==> src/rtl/vga_regs_pkg.sv <==
// Shared register-map offsets, bit positions and commit FSM encoding for the VGA frame register block.
// Latency: none (constants only); backpressure: not applicable.
package vga_regs_pkg;

  // Control/status word offsets, added to NUM_REGS to form the bus address
  localparam int CTRL_OFS   = 0;
  localparam int STATUS_OFS = 1;
  localparam int FCNT_OFS   = 2;

  localparam int CTRL_ARM  = 0;
  localparam int CTRL_AUTO = 1;

  localparam int ST_PEND = 0;
  localparam int ST_DONE = 1;
  localparam int ST_OVR  = 2;

  typedef enum logic {
    IDLE  = 1'b0,
    ARMED = 1'b1
  } commit_state_t;

endpackage

==> src/rtl/vga_frame_regs.sv <==
// Avalon-MM shadow/active register bank; the shadow bank is copied to the active bank atomically on frame_start.
// Latency: reads 1 cycle, commit visible the edge after frame_start; backpressure: none, the bus never stalls.
module vga_frame_regs
  import vga_regs_pkg::*;
#(
  parameter int NUM_REGS = 16,
  parameter int DATA_W   = 16,
  parameter int ADDR_W   = 5
) (
  input  logic                       clk,
  input  logic                       reset,
  input  logic                       chipselect,
  input  logic                       write,
  input  logic                       read,
  input  logic [ADDR_W-1:0]          address,
  input  logic [DATA_W-1:0]          writedata,
  output logic [DATA_W-1:0]          readdata,
  input  logic                       frame_start,
  output logic [NUM_REGS*DATA_W-1:0] active_regs,
  output logic                       commit_pulse,
  output logic                       pending,
  output logic [15:0]                frame_count
);

  localparam logic [ADDR_W-1:0] A_CTRL   = ADDR_W'(NUM_REGS + CTRL_OFS);
  localparam logic [ADDR_W-1:0] A_STATUS = ADDR_W'(NUM_REGS + STATUS_OFS);
  localparam logic [ADDR_W-1:0] A_FCNT   = ADDR_W'(NUM_REGS + FCNT_OFS);

  logic [DATA_W-1:0] shadow_q [NUM_REGS];
  logic [DATA_W-1:0] active_q [NUM_REGS];

  commit_state_t state_q;
  logic          auto_q;
  logic          done_q;
  logic          ovr_q;
  logic          commit_pulse_q;
  logic [15:0]   frame_count_q;
  logic [DATA_W-1:0] readdata_q;

  logic wr_en, rd_en, ctrl_wr, status_rd, arm_req, commit, ovr_set;
  logic [DATA_W-1:0] rd_mux;

  always_comb begin
    wr_en     = chipselect && write;
    rd_en     = chipselect && read;
    ctrl_wr   = wr_en && (address == A_CTRL);
    status_rd = rd_en && (address == A_STATUS);
    arm_req   = ctrl_wr && writedata[CTRL_ARM];
    // AUTO uses the value stored before any CTRL write in this same cycle
    commit    = frame_start && ((state_q == ARMED) || auto_q);
    ovr_set   = arm_req && (state_q == ARMED) && !frame_start;
  end

  genvar gi;
  generate
    for (gi = 0; gi < NUM_REGS; gi++) begin : g_bank
      always_ff @(posedge clk) begin
        if (reset) begin
          shadow_q[gi] <= '0;
        end else if (wr_en && (address == ADDR_W'(gi))) begin
          shadow_q[gi] <= writedata;
        end
      end

      // Reads the pre-write shadow value, so a coincident write waits for the next commit
      always_ff @(posedge clk) begin
        if (reset) begin
          active_q[gi] <= '0;
        end else if (commit) begin
          active_q[gi] <= shadow_q[gi];
        end
      end

      assign active_regs[gi*DATA_W +: DATA_W] = active_q[gi];
    end
  endgenerate

  always_comb begin
    rd_mux = '0;
    for (int i = 0; i < NUM_REGS; i++) begin
      if (address == ADDR_W'(i)) rd_mux = shadow_q[i];
    end
    if (address == A_CTRL) begin
      rd_mux[CTRL_AUTO] = auto_q;
    end else if (address == A_STATUS) begin
      rd_mux[ST_PEND] = (state_q == ARMED);
      rd_mux[ST_DONE] = done_q;
      rd_mux[ST_OVR]  = ovr_q;
    end else if (address == A_FCNT) begin
      rd_mux = DATA_W'(frame_count_q);
    end
  end

  always_ff @(posedge clk) begin
    if (reset) begin
      state_q        <= IDLE;
      auto_q         <= 1'b0;
      done_q         <= 1'b0;
      ovr_q          <= 1'b0;
      commit_pulse_q <= 1'b0;
      frame_count_q  <= '0;
      readdata_q     <= '0;
    end else begin
      commit_pulse_q <= commit;
      if (frame_start) frame_count_q <= frame_count_q + 16'd1;
      if (ctrl_wr) auto_q <= writedata[CTRL_AUTO];
      // A set in the same cycle as a STATUS read wins over the clear
      done_q <= commit  || (done_q && !status_rd);
      ovr_q  <= ovr_set || (ovr_q  && !status_rd);
      if (rd_en) readdata_q <= rd_mux;
      case (state_q)
        IDLE:    if (arm_req) state_q <= ARMED;
        ARMED:   if (frame_start && !arm_req) state_q <= IDLE;
        default: state_q <= IDLE;
      endcase
    end
  end

  assign readdata     = readdata_q;
  assign commit_pulse = commit_pulse_q;
  assign pending      = (state_q == ARMED);
  assign frame_count  = frame_count_q;

endmodule

==> config.mk <==
export PLATFORM = sky130hd
export DESIGN_NAME = vga_frame_regs
export DESIGN_NICKNAME = d
export VERILOG_FILES = /design/src/rtl/vga_regs_pkg.sv /design/src/rtl/vga_frame_regs.sv
export SDC_FILE = /design/constraint.sdc
export NUM_CORES = 1
export LEC_CHECK = 0
export BUFFER_PORTS_ARGS = -buffer_cell sky130_fd_sc_hd__buf_4
export CORE_MARGIN = 2
export CORE_UTILIZATION = 55
export CTS_BUF_LIST = sky130_fd_sc_hd__clkbuf_4 sky130_fd_sc_hd__clkbuf_8
export DETAILED_ROUTE_END_ITERATION = 6
export GPL_ROUTABILITY_DRIVEN = 0
export PLACE_DENSITY_LB_ADDON = 0.05
export RECOVER_POWER = 100
export SYNTH_ARGS = -nofsm -noshare
export SYNTH_HDL_FRONTEND = slang
export SYNTH_SLANG_ARGS = --single-unit
==> constraint.sdc <==
create_clock -name clk -period 23.2 [get_ports clk]
set_input_delay 4.64 -clock clk [delete_from_list [all_inputs] [get_ports clk]]
set_output_delay 4.64 -clock clk [all_outputs]
set_load 0.005 [all_outputs]
==> parameters.txt, run 1 <==
Parameter                              Value

Status
  Run status    complete, but fails checks
  Failing checks    max-capacitance violations, max-slew violations

Critical path
  Req. time, crit path    23.39 ns
  Worst-path cell chain    clkbuf_1, nand2b_1, clkbuf_1, clkbuf_1
  Sort of element at the end of the critical path    register
  Minimum setup slack among reg-to-reg paths    14.90 ns
  Reg2Reg Depth    4
  Arrival time at the worst endpoint    approximately 14 ns
  Crit path launch type    primary input
  Top Family by Delay on Critical Path    buffers and inverters
  Critical path's slowest cell    sky130_fd_sc_hd__clkbuf_1
  Buffer and inverter count on the worst path    3
  End of the worst register-to-register path    active_q[0][107]
  Most common cell on crit path    sky130_fd_sc_hd__clkbuf_1
  Worst setup path class    primary input to register
  Critical path launch point    reset
  Crit path largest cell delay    3.16 ns
  Critical register-to-register path startpoint    pending
  Critical path peak fanout    slightly above 80

Timing
  Setup Total Neg Slack    0 ns
  Number of max-slew violations in the final report    677
  Slew at the pin with the worst max-slew slack    ~4.5 ns
  Fmax achieved    72.71 MHz
  Final worst path period need    about 14 ns
  Share of the clock period used by the worst path    about three fifths
  Slew headroom    -202.9%
  Final worst clock skew    0.04237 ns
  Setup violation total in the final timing report    0
  Setup repair after global routing missed its margin    no
  Final Hold Viols    0

Placed design
  Total of buffers placed on input and output ports    between 300 and 400
  HPWL after detailed placement    roughly 47 mm

Clock tree
  Resized Gates After CTS    0
  H-tree depth    3
  Clock network latency to the later pin of the worst-skew pair    0.68 ns
  Number of sinks on the clock net    549
  Number of buffers inserted by post-CTS setup repair    0
  Number of buffers added to fix hold violations after cts    0
  Root Driver    sky130_fd_sc_hd__clkbuf_8
  Inserted Clock Buffers    85
  CTS Buffer Depth    3
  Clock slew at reported path FFs    0.07 ns
  CTS tree    yes

Worst hold path
  Class of the worst hold path    register to register
  Endpoint with the worst hold slack    ovr_q
  Start point of the worst min-delay path    ovr_q
  Worst hold path depth    2

Die
  # rows    75
  Die Outline Area    between 40000 and 50000 sq um
  Std-Cell Core Area    between 40000 and 50000 sq um
  Height of the die    approximately 210 microns
  I/O pin count    317
  Initial core utilization    55.68%
  DIE WIDTH    209.8 microns

Drt
  DRC errors left    0
  Sum of met3 wire segment lengths after detailed routing    between 8 and 9 mm
  DRT Pass-1 Iters    6
  First DRT Iteration DRCs    2030
  Top routing layer used    met5
  Wl on met1    28.10 mm
  Total vias in the final route    16070
  Vias per Instance    6.026
  Number of antenna-violating nets in the routed design    0
  Detailed-route wire length    ~70 mm
  Routed length on met2    about 30 mm
  Average routed wire per standard cell    26.11 microns

Cells and area
  Area added between synthesis and finish    17.91%
  Fill cell instance count of the final layout    3206
  Share of cells above drive strength 1    20.54%
  Reg area    roughly 16000 sq um
  Post-layout net count    around 2100
  Post-Route Utilization    65.65%
  Combined area of the multi-input logic cells    6643 sq um

Logic synthesis
  Most instantiated cells after synthesis    512 x sky130_fd_sc_hd__edfxtp_1, 511 x sky130_fd_sc_hd__and2_1, 92 x sky130_fd_sc_hd__clkbuf_1
  Cell type with the largest total area after synthesis    sky130_fd_sc_hd__edfxtp_1
  Cell count after synthesis    roughly 1800
  Main flop type after synthesis    sky130_fd_sc_hd__edfxtp_1
  Share of synthesized registers carrying an async set or reset    0%
  Top cells by area, synth    sky130_fd_sc_hd__edfxtp_1 66%, sky130_fd_sc_hd__and2_1 14%, sky130_fd_sc_hd__dfxtp_1 3.2%
  Combined area of all synthesized cells    23300 sq um
  Number of enable-type register cells in the synthesized netlist    512
  Seq/Total Area, Yosys    69.16%
  Average size of a mapped cell    13.27 sq um
  FF+latch count, synth    around 550
  Most frequent cell after synthesis    sky130_fd_sc_hd__edfxtp_1
  Yosys cell types    68
  Yosys Warn Count    0
  Share of the synthesized area in the top cell type    65.98%
  Synthesized netlist net count    1784

Global routing
  First-pass GRT wire length    100.0 mm
  Leftover overflow at the end of global routing    0
  Vias in the first global route    between 10000 and 15000
  Largest net degree at the start of global routing    146
  All-layer global routing usage    31.54%
  Number of antenna violations at the first check in global routing    7

Job
  Max-cap viol count    10

Power
  Worst vdd ir    0.00004436 V
  Total power density per cell area    76.01 nW/um^2
  Leak Pwr    9.894 nW
-- cells in the final DEF, fill, tap and decap left out, types with 7 or more instances in the layout --
master                      instances
sky130_fd_sc_hd__a221oi_1          19
sky130_fd_sc_hd__dfxtp_1           37
sky130_fd_sc_hd__o22ai_1           37
sky130_fd_sc_hd__clkbuf_8          90
sky130_fd_sc_hd__o21bai_1          12
sky130_fd_sc_hd__a22oi_1            8
sky130_fd_sc_hd__buf_4             26
sky130_fd_sc_hd__nor2_1            88
sky130_fd_sc_hd__nor3_1            32
sky130_fd_sc_hd__clkinv_2           9
sky130_fd_sc_hd__o21ai_0           63
sky130_fd_sc_hd__a21oi_1           63
sky130_fd_sc_hd__o2bb2ai_1          8
sky130_fd_sc_hd__or3_1             11
sky130_fd_sc_hd__clkbuf_4         285
sky130_fd_sc_hd__nand2b_1           9
sky130_fd_sc_hd__nand4_1            7
sky130_fd_sc_hd__edfxtp_1         512
sky130_fd_sc_hd__xor2_1            11
sky130_fd_sc_hd__mux2i_1           27
sky130_fd_sc_hd__and2_1           129
sky130_fd_sc_hd__clkinv_1          24
sky130_fd_sc_hd__nor2b_1            7
sky130_fd_sc_hd__clkbuf_1          49
sky130_fd_sc_hd__and2_0           382
sky130_fd_sc_hd__o211ai_1          14
sky130_fd_sc_hd__and3_1            10
sky130_fd_sc_hd__nand2_1           61
-- how the worst max path moves through the flow --
stage | endpoint | slack [ns] | cells after the start
finish | active_q[0][107] | 9.45 | 4
global route | active_q[0][80] | 8.64 | 4
CTS | shadow_q[1][43] | 15.78 | 4
detailed placement | shadow_q[1][45] | 15.09 | 4
global placement | shadow_q[1][36] | 15.29 | 4
floorplan | active_q[0][0] | 11.50 | 2
-- cell type report --
cell class                      instances  area share, %
Inverter                                5        0.06831
Clock buffer                          115          5.192
Sequential cell                       549          58.65
Timing Repair Buffer                  335          8.484
Clock inverter                         40         0.9336
Tap cell                              539          2.455
Multi-Input combinational cell       1079          24.18
Antenna cell                            4        0.03643
-- registers in the layout (all words and copies together) (netlist names) --
signal,flops
ovr_q,1
readdata,16
active_q,256
done_q,1
shadow_q,256
auto_q,1
pending,1
commit_pulse,1
frame_count,16
-- per-layer routing --
metal	vias to the layer above	track usage, %
met1	7785	46.36
met2	1131	45.15
li1	6932	-
met3	209	7.497
met5	-	0
met4	8	13.65
-- where the power goes --
part	switching, mW	internal, mW	leakage, nW
Sequential	0.0324	1.13	5.37
Combinational	0.0818	0.0392	3.64
Clock	0.376	0.433	0.882
Total	0.491	1.60	9.89
-- per-stage QoR --
stage | hold slack (ns) | instances | setup slack [ns] | area [sq um] | power [mW]
detailed placement | 0.4630 | 2506 | 15.09 | 25980 | 1.297
global route | 0.5214 | 2662 | 8.637 | 27470 | 2.149
global placement | 0.4612 | 2506 | 15.29 | 25980 | 1.296
floorplan | 0.4498 | 1756 | 11.50 | 23300 | 1.220
finish | 0.4736 | 2666 | 9.446 | 27480 | 2.088
CTS | 0.4740 | 2661 | 15.78 | 27660 | 2.094
-- worst register-to-register path: cells and delay by family (launching register included) --
kind,cells,cell delay [ns]
compound gates,1,0.32
buf+inv,2,5.67
flops,1,0.47
simple gates,1,1.32
-- cells by family (layout without fill, tap and decap cells) --
logic type,count (synthesis),in the layout,share of synthesized area [%]
simple gates,769,769,19.17
flops,549,549,69.16
compound gates,263,263,7.217
buf+inv,128,495,2.309
mux,34,34,1.643
xor+xnor,12,12,0.4510
fa+ha+maj,1,1,0.05369
other cells,0,4,0
No activity file was read; power rests on OpenSTA's default activity.
==> run 2: changes to the inputs <==
Clock period 23.2 ns to 13.3 ns, I/O delays scaled along.
==> parameters.txt, run 2 (synthesis gave the netlist of run 1 again) <==
Parameter                              Value

Status
  Run status    complete, but fails checks
  Failing checks    max-capacitance violations, max-slew violations

Critical path
  Worst setup path class    primary input to register
  Crit path launch type    primary input
  Req. time, crit path    13.46 ns (-9.93 ns)
  Sort of element at the end of the critical path    register
  Crit path largest cell delay    2.71 ns (-0.45 ns)
  Worst-path cell chain    clkbuf_1, nand2b_1, clkbuf_1
  Critical path peak fanout    75 (-7.4%)
  Most common cell on crit path    sky130_fd_sc_hd__clkbuf_1
  Arrival time at the worst endpoint    8.94 ns (-5.01 ns)
  Critical path's slowest cell    sky130_fd_sc_hd__clkbuf_1

Cells and area
  Area added between synthesis and finish    18.41%
  Biggest registers after layout    active_q: 256 flops, shadow_q: 256 flops
  Post-layout net count    2085 (+0.096%)
  Most common cell after layout, fill and taps aside    sky130_fd_sc_hd__edfxtp_1
  Fill cell instance count of the final layout    3232 (+0.81%)
  Number of antenna diodes    0 (-4)
  Final instance area    27590 sq um (+0.42%)
  Commonest cells after routing, fill and taps aside    512 x sky130_fd_sc_hd__edfxtp_1, 373 x sky130_fd_sc_hd__and2_0, 293 x sky130_fd_sc_hd__clkbuf_4
  Number of cells in the finished layout apart from fillers    2669 (+0.11%)
  Share of cells above drive strength 1    21.22% (+0.68 points)

Drt
  Detailed-route wire length    69.68 mm (+0.11%)
  DRT Pass-1 Iters    6 (unchanged)
  Number of antenna-violating nets in the routed design    0 (unchanged)
  DRC errors left    0 (unchanged)
  Total vias in the final route    15970 (-0.62%)
  First DRT Iteration DRCs    2368 (+17%)
  Vias per Instance    5.982 (-0.73%)
  Average routed wire per standard cell    26.11 microns (about the same)

Clock tree
  Root Driver    sky130_fd_sc_hd__clkbuf_8
  Clock slew at reported path FFs    0.06 ns (about the same)
  Number of buffers added to fix hold violations after cts    0 (unchanged)
  CTS tree    yes
  CTS Buffer Depth    3 (unchanged)
  Number of sinks on the clock net    549 (unchanged)
  H-tree depth    3 (unchanged)
  Clock network latency to the later pin of the worst-skew pair    0.67 ns (about the same)
  Number of buffers inserted by post-CTS setup repair    0 (unchanged)
  Resized Gates After CTS    0 (unchanged)
  Inserted Clock Buffers    87 (+2.4%)

Power
  Design Power    3.705 mW (+77%)
  Worst vdd ir    0.00009848 V (+120%)
  Total power density per cell area    134.3 nW/um^2 (+77%)
  Leak Pwr    9.985 nW (+0.92%)

Timing
  Setup repair after global routing missed its margin    no
  Final worst clock skew    0.03311 ns (-0.009255 ns)
  Final Hold Viols    0 (unchanged)
  Setup Total Neg Slack    0 ns (unchanged)
  Final worst path period need    just under 9 ns
  Min Hold Slack    0.4849 ns (+0.01130 ns)
  Number of max-slew violations in the final report    530 (-22%)
  Share of the clock period used by the worst path    66.04%
  Fmax achieved    113.9 MHz
  Slew headroom    -206.1% (-3.3 points)
  Slew at the pin with the worst max-slew slack    4.592 ns (+0.04907 ns)
  Setup violation total in the final timing report    0 (unchanged)

Die
  Height of the die    209.8 microns (unchanged)
  Die Outline Area    44030 sq um (unchanged)
  # rows    75 (unchanged)
  DIE WIDTH    209.8 microns (unchanged)
  I/O pin count    317 (unchanged)
  Initial core utilization    55.68% (unchanged)
  Std-Cell Core Area    41850 sq um (unchanged)

Global routing
  Largest net degree at the start of global routing    146 (unchanged)
  Number of antenna violations at the first check in global routing    4 (-3)
  First-pass GRT wire length    100.1 mm (+0.12%)
  Leftover overflow at the end of global routing    0 (unchanged)
  All-layer global routing usage    31.59% (+0.049 points)
  Vias in the first global route    14970 (-0.12%)

Placed design
  Total of buffers placed on input and output ports    316 (unchanged)
  HPWL after detailed placement    47.41 mm (+0.78%)
  Placed Instance Area    25980 sq um (unchanged)
  # placed instances    2506 (unchanged)

Worst hold path
  Class of the worst hold path    register to register

Job
  Max-cap viol count    8 (-2)
==> run 2: changes by cell type in the layout (fill, tap and decap cells not counted), moves of 4 or more <==
cell and change:
sky130_fd_sc_hd__clkbuf_1 -7, sky130_fd_sc_hd__clkbuf_4 +8, sky130_fd_sc_hd__diode_2 -4, sky130_fd_sc_hd__and2_1 +9, sky130_fd_sc_hd__and2_0 -9, sky130_fd_sc_hd__clkinv_2 +4
==> run 2: layer usage <==
layer	global-route usage, %	wire [microns]	vias to the layer above	part of all wire (%)
li1	-	-	6939	-
met1	46.55	28570	7839	41
met2	45.03	30470	1031	44
met3	7.257	7706	154	11
met4	14.28	2919	2	4.2
met5	0	16	-	0.023
==> run 2: worst max-delay path, delay by kind of cell <==
family,cells,cell delay (ns)
buf+inv,2,4.69
simple gates,1,1.48
==> run 2: through the flow <==
step / utilization (%) / setup WS [ns]
after CTS: 66.33 / 7.869
after global placement: 62.07 / 7.366
after global routing: 65.93 / 4.045
after floorplan: - / 3.579
after detailed placement: 62.07 / 7.192
final: 65.93 / 4.517
==> run 2: worst paths after layout <==
path	startpoint	endpoint	slack, ns	depth (start not counted)
max reg2reg	pending	active_q[1][48]	7.88	3
min	ovr_q	ovr_q	0.48	2
min reg2reg	ovr_q	ovr_q	0.48	2
max	reset	active_q[1][48]	4.52	3
==> run 2: final cells by class <==
class | count | area, sq um | area share, %
repair buffers | 335 | 2357 | 8.543
clock buffers | 119 | 1463 | 5.301
multi-input cells | 1079 | 6643 | 24.07
well taps | 539 | 674.4 | 2.444
flip-flops and latches | 549 | 16120 | 58.41
clock inverters | 43 | 320.3 | 1.161
inverters | 5 | 18.77 | 0.06802
==> run 2: power by group <==
part,internal (mW),switching (mW)
clock,0.811,0.663
sequential,1.96,0.0575
combinational,0.0691,0.142
total,2.84,0.862
==> run 3: changes to the inputs <==
Settings changed: ABC_AREA set to 1.
Clock period 13.3 ns to 8.8 ns, I/O delays scaled along.
==> parameters.txt, run 3 <==
Parameter                              Value

Status
  Failing checks    max-capacitance violations, max-slew violations
  Run status    complete, but fails checks

Die
  DIE WIDTH    206.5 microns (-1.6%)
  Std-Cell Core Area    40650 sq um (-2.9%)
  I/O pin count    317 (unchanged)
  Initial core utilization    55.48% (-0.20 points)
  Die Outline Area    42630 sq um (-3.2%)
  Height of the die    206.5 microns (-1.6%)
  # rows    74 (-1.3%)

Placed design
  Total of buffers placed on input and output ports    316 (unchanged)
  HPWL after detailed placement    42.32 mm (-11%)
  # placed instances    2884 (+15%)

Logic synthesis
  Cell type with the largest total area after synthesis    sky130_fd_sc_hd__edfxtp_1
  Synthesized netlist net count    2136 (+20%)
  Cell count after synthesis    2108 (+20%)
  Number of enable-type register cells in the synthesized netlist    512 (unchanged)
  Share of the synthesized area in the top cell type    68.18% (+2.2 points)
  Seq/Total Area, Yosys    71.47% (+2.3 points)
  Average size of a mapped cell    10.70 sq um (-19%)
  Most frequent cell after synthesis    sky130_fd_sc_hd__nor2_1
  Main flop type after synthesis    sky130_fd_sc_hd__edfxtp_1
  Top cells by area, synth    sky130_fd_sc_hd__edfxtp_1 68%, sky130_fd_sc_hd__nor2_1 10%, sky130_fd_sc_hd__inv_1 6.0%
  Combined area of all synthesized cells    22550 sq um (-3.2%)
  Share of synthesized registers carrying an async set or reset    0% (unchanged)
  Most instantiated cells after synthesis    627 x sky130_fd_sc_hd__nor2_1, 512 x sky130_fd_sc_hd__edfxtp_1, 359 x sky130_fd_sc_hd__inv_1
  Yosys Warn Count    0 (unchanged)
  FF+latch count, synth    549 (unchanged)
  Yosys cell types    32 (-53%)

Timing
  Setup repair after global routing missed its margin    no
  Number of max-slew violations in the final report    314 (-41%)
  Setup violation total in the final timing report    0 (unchanged)
  Final worst clock skew    0.01593 ns (-0.01718 ns)
  Share of the clock period used by the worst path    70.74%
  Fmax achieved    160.6 MHz
  Setup Total Neg Slack    0 ns (unchanged)
  Slew headroom    -101.2% (+100 points)
  Final Hold Viols    0 (unchanged)
  Slew at the pin with the worst max-slew slack    3.010 ns (-1.582 ns)
  Final worst path period need    6.225 ns

Clock tree
  Root Driver    sky130_fd_sc_hd__clkbuf_8
  Resized Gates After CTS    0 (unchanged)
  H-tree depth    3 (unchanged)
  Clock network latency to the later pin of the worst-skew pair    0.63 ns (-0.04 ns)
  CTS tree    yes
  CTS Buffer Depth    3 (unchanged)
  Number of buffers added to fix hold violations after cts    0 (unchanged)
  Number of buffers inserted by post-CTS setup repair    0 (unchanged)
  Clock slew at reported path FFs    0.06 ns (about the same)
  Number of sinks on the clock net    549 (unchanged)
  Inserted Clock Buffers    85 (-2.3%)

Drt
  First DRT Iteration DRCs    1767 (-25%)
  Number of antenna-violating nets in the routed design    0 (unchanged)
  Detailed-route wire length    62.48 mm (-10%)
  DRC errors left    0 (unchanged)
  DRT Pass-1 Iters    6 (unchanged)
  Total vias in the final route    16140 (+1.1%)
  Average routed wire per standard cell    20.54 microns (-21%)
  Vias per Instance    5.306 (-11%)

Job
  Max-cap viol count    9 (+1)

Critical path
  Worst-path cell chain    clkbuf_1, inv_1, nand2_1, clkbuf_2
  Arrival time at the worst endpoint    6.44 ns (-2.50 ns)
  Crit path launch type    primary input
  Reg2Reg Depth    5 (+2)
  Worst setup path class    primary input to register
  Sort of element at the end of the critical path    register
  Req. time, crit path    9.02 ns (-4.44 ns)
  Critical register-to-register path startpoint    pending
  Critical path peak fanout    65 (-13%)
  Critical path's slowest cell    sky130_fd_sc_hd__nand2_1
  Termination of the worst setup path    active_q[1][65]
  Critical path launch point    reset
  End of the worst register-to-register path    active_q[1][65]
  Minimum setup slack among reg-to-reg paths    4.07 ns (-3.81 ns)
  Crit path largest cell delay    2.18 ns (-0.53 ns)

Cells and area
  Post-layout net count    2467 (+18%)
  Commonest cells after routing, fill and taps aside    628 x sky130_fd_sc_hd__nor2_1, 512 x sky130_fd_sc_hd__edfxtp_1, 359 x sky130_fd_sc_hd__inv_1
  Share of cells above drive strength 1    17.50% (-3.7 points)
  Combined area of the multi-input logic cells    4627 sq um (-30%)
  Most common cell after layout, fill and taps aside    sky130_fd_sc_hd__nor2_1
  Area added between synthesis and finish    18.60%
  Number of cells in the finished layout apart from fillers    3041 (+14%)
  Biggest registers after layout    active_q: 256 flops, shadow_q: 256 flops
  Fill cell instance count of the final layout    3346 (+3.5%)
  Reg area    16120 sq um (unchanged)

Global routing
  All-layer global routing usage    29.45% (-2.1 points)
  Number of antenna violations at the first check in global routing    0 (-4)
  Largest net degree at the start of global routing    123 (-16%)
  Vias in the first global route    15230 (+1.7%)
  First-pass GRT wire length    91.36 mm (-8.8%)
  Leftover overflow at the end of global routing    0 (unchanged)

Power
  Design Power    5.421 mW (+46%)
  Worst vdd ir    0.0001197 V (+22%)
  Leak Pwr    11.47 nW (+15%)
  Total power density per cell area    202.7 nW/um^2 (+51%)

Worst hold path
  Class of the worst hold path    register to register
[run 3: cell type report]
cell class                      instances  share of cell area, %
Timing Repair Buffer                  333                  8.609
Clock inverter                         36                 0.6597
Inverter                              365                  5.151
Antenna cell                            1               0.009357
Multi-Input combinational cell       1105                  17.30
Clock buffer                          120                  5.521
Tap cell                              532                  2.489
Sequential cell                       549                  60.26
[run 3: stage by stage]
step           utilization [%]  cell area, sq um  setup WS [ns]  hold WS, ns
6_report                 65.79             26740          2.575       0.4666
5_1_grt                  65.79             26740          2.131       0.4954
3_5_place_dp             62.38             25350          3.856       0.4599
4_1_cts                  66.44             27010          4.493       0.4690
2_1_floorplan                -             22550        0.03242       0.4495
3_3_place_gp             62.38             25350          3.979       0.4535
[run 3: logic make-up after synthesis]
group / Yosys count / share of synthesized area, %
xor+xnor: 2 / 0.07770
buf+inv: 454 / 7.774
flops: 549 / 71.47
simple gates: 987 / 18.02
compound gates: 115 / 2.602
fa+ha+maj: 1 / 0.05548
[run 3: worst min path at each step]
stage | startpoint | end | depth (start not counted)
4_1_cts | readdata[4] | readdata[4] | 2
3_5_place_dp | readdata[5] | readdata[5] | 2
5_1_grt | readdata[12] | readdata[12] | 2
2_1_floorplan | auto_q | auto_q | 2
3_3_place_gp | readdata[5] | readdata[5] | 2
6_report | readdata[4] | readdata[4] | 2
[run 3: worst max-delay path: cells and delay by family]
| family | cells | cell delay, ns |
|---|---|---|
| buf+inv | 3 | 2.43 |
| simple gates | 1 | 2.18 |
[run 3: layer usage]
layer  global-route usage (%)  vias up  share of wire, %
met5                        0        -                 0
met2                    43.31      851                45
met3                    6.496      122                10
met1                    42.73     7736                41
li1                         -     7428                 -
met4                    12.12        0               3.5
[run 3: where the power goes]
part | internal (mW) | switching, mW | leakage (nW) | total [mW]
combinational | 0.0895 | 0.220 | 5.20 | 0.310
sequential | 2.97 | 0.0584 | 5.38 | 3.02
clock | 1.11 | 0.976 | 0.887 | 2.09
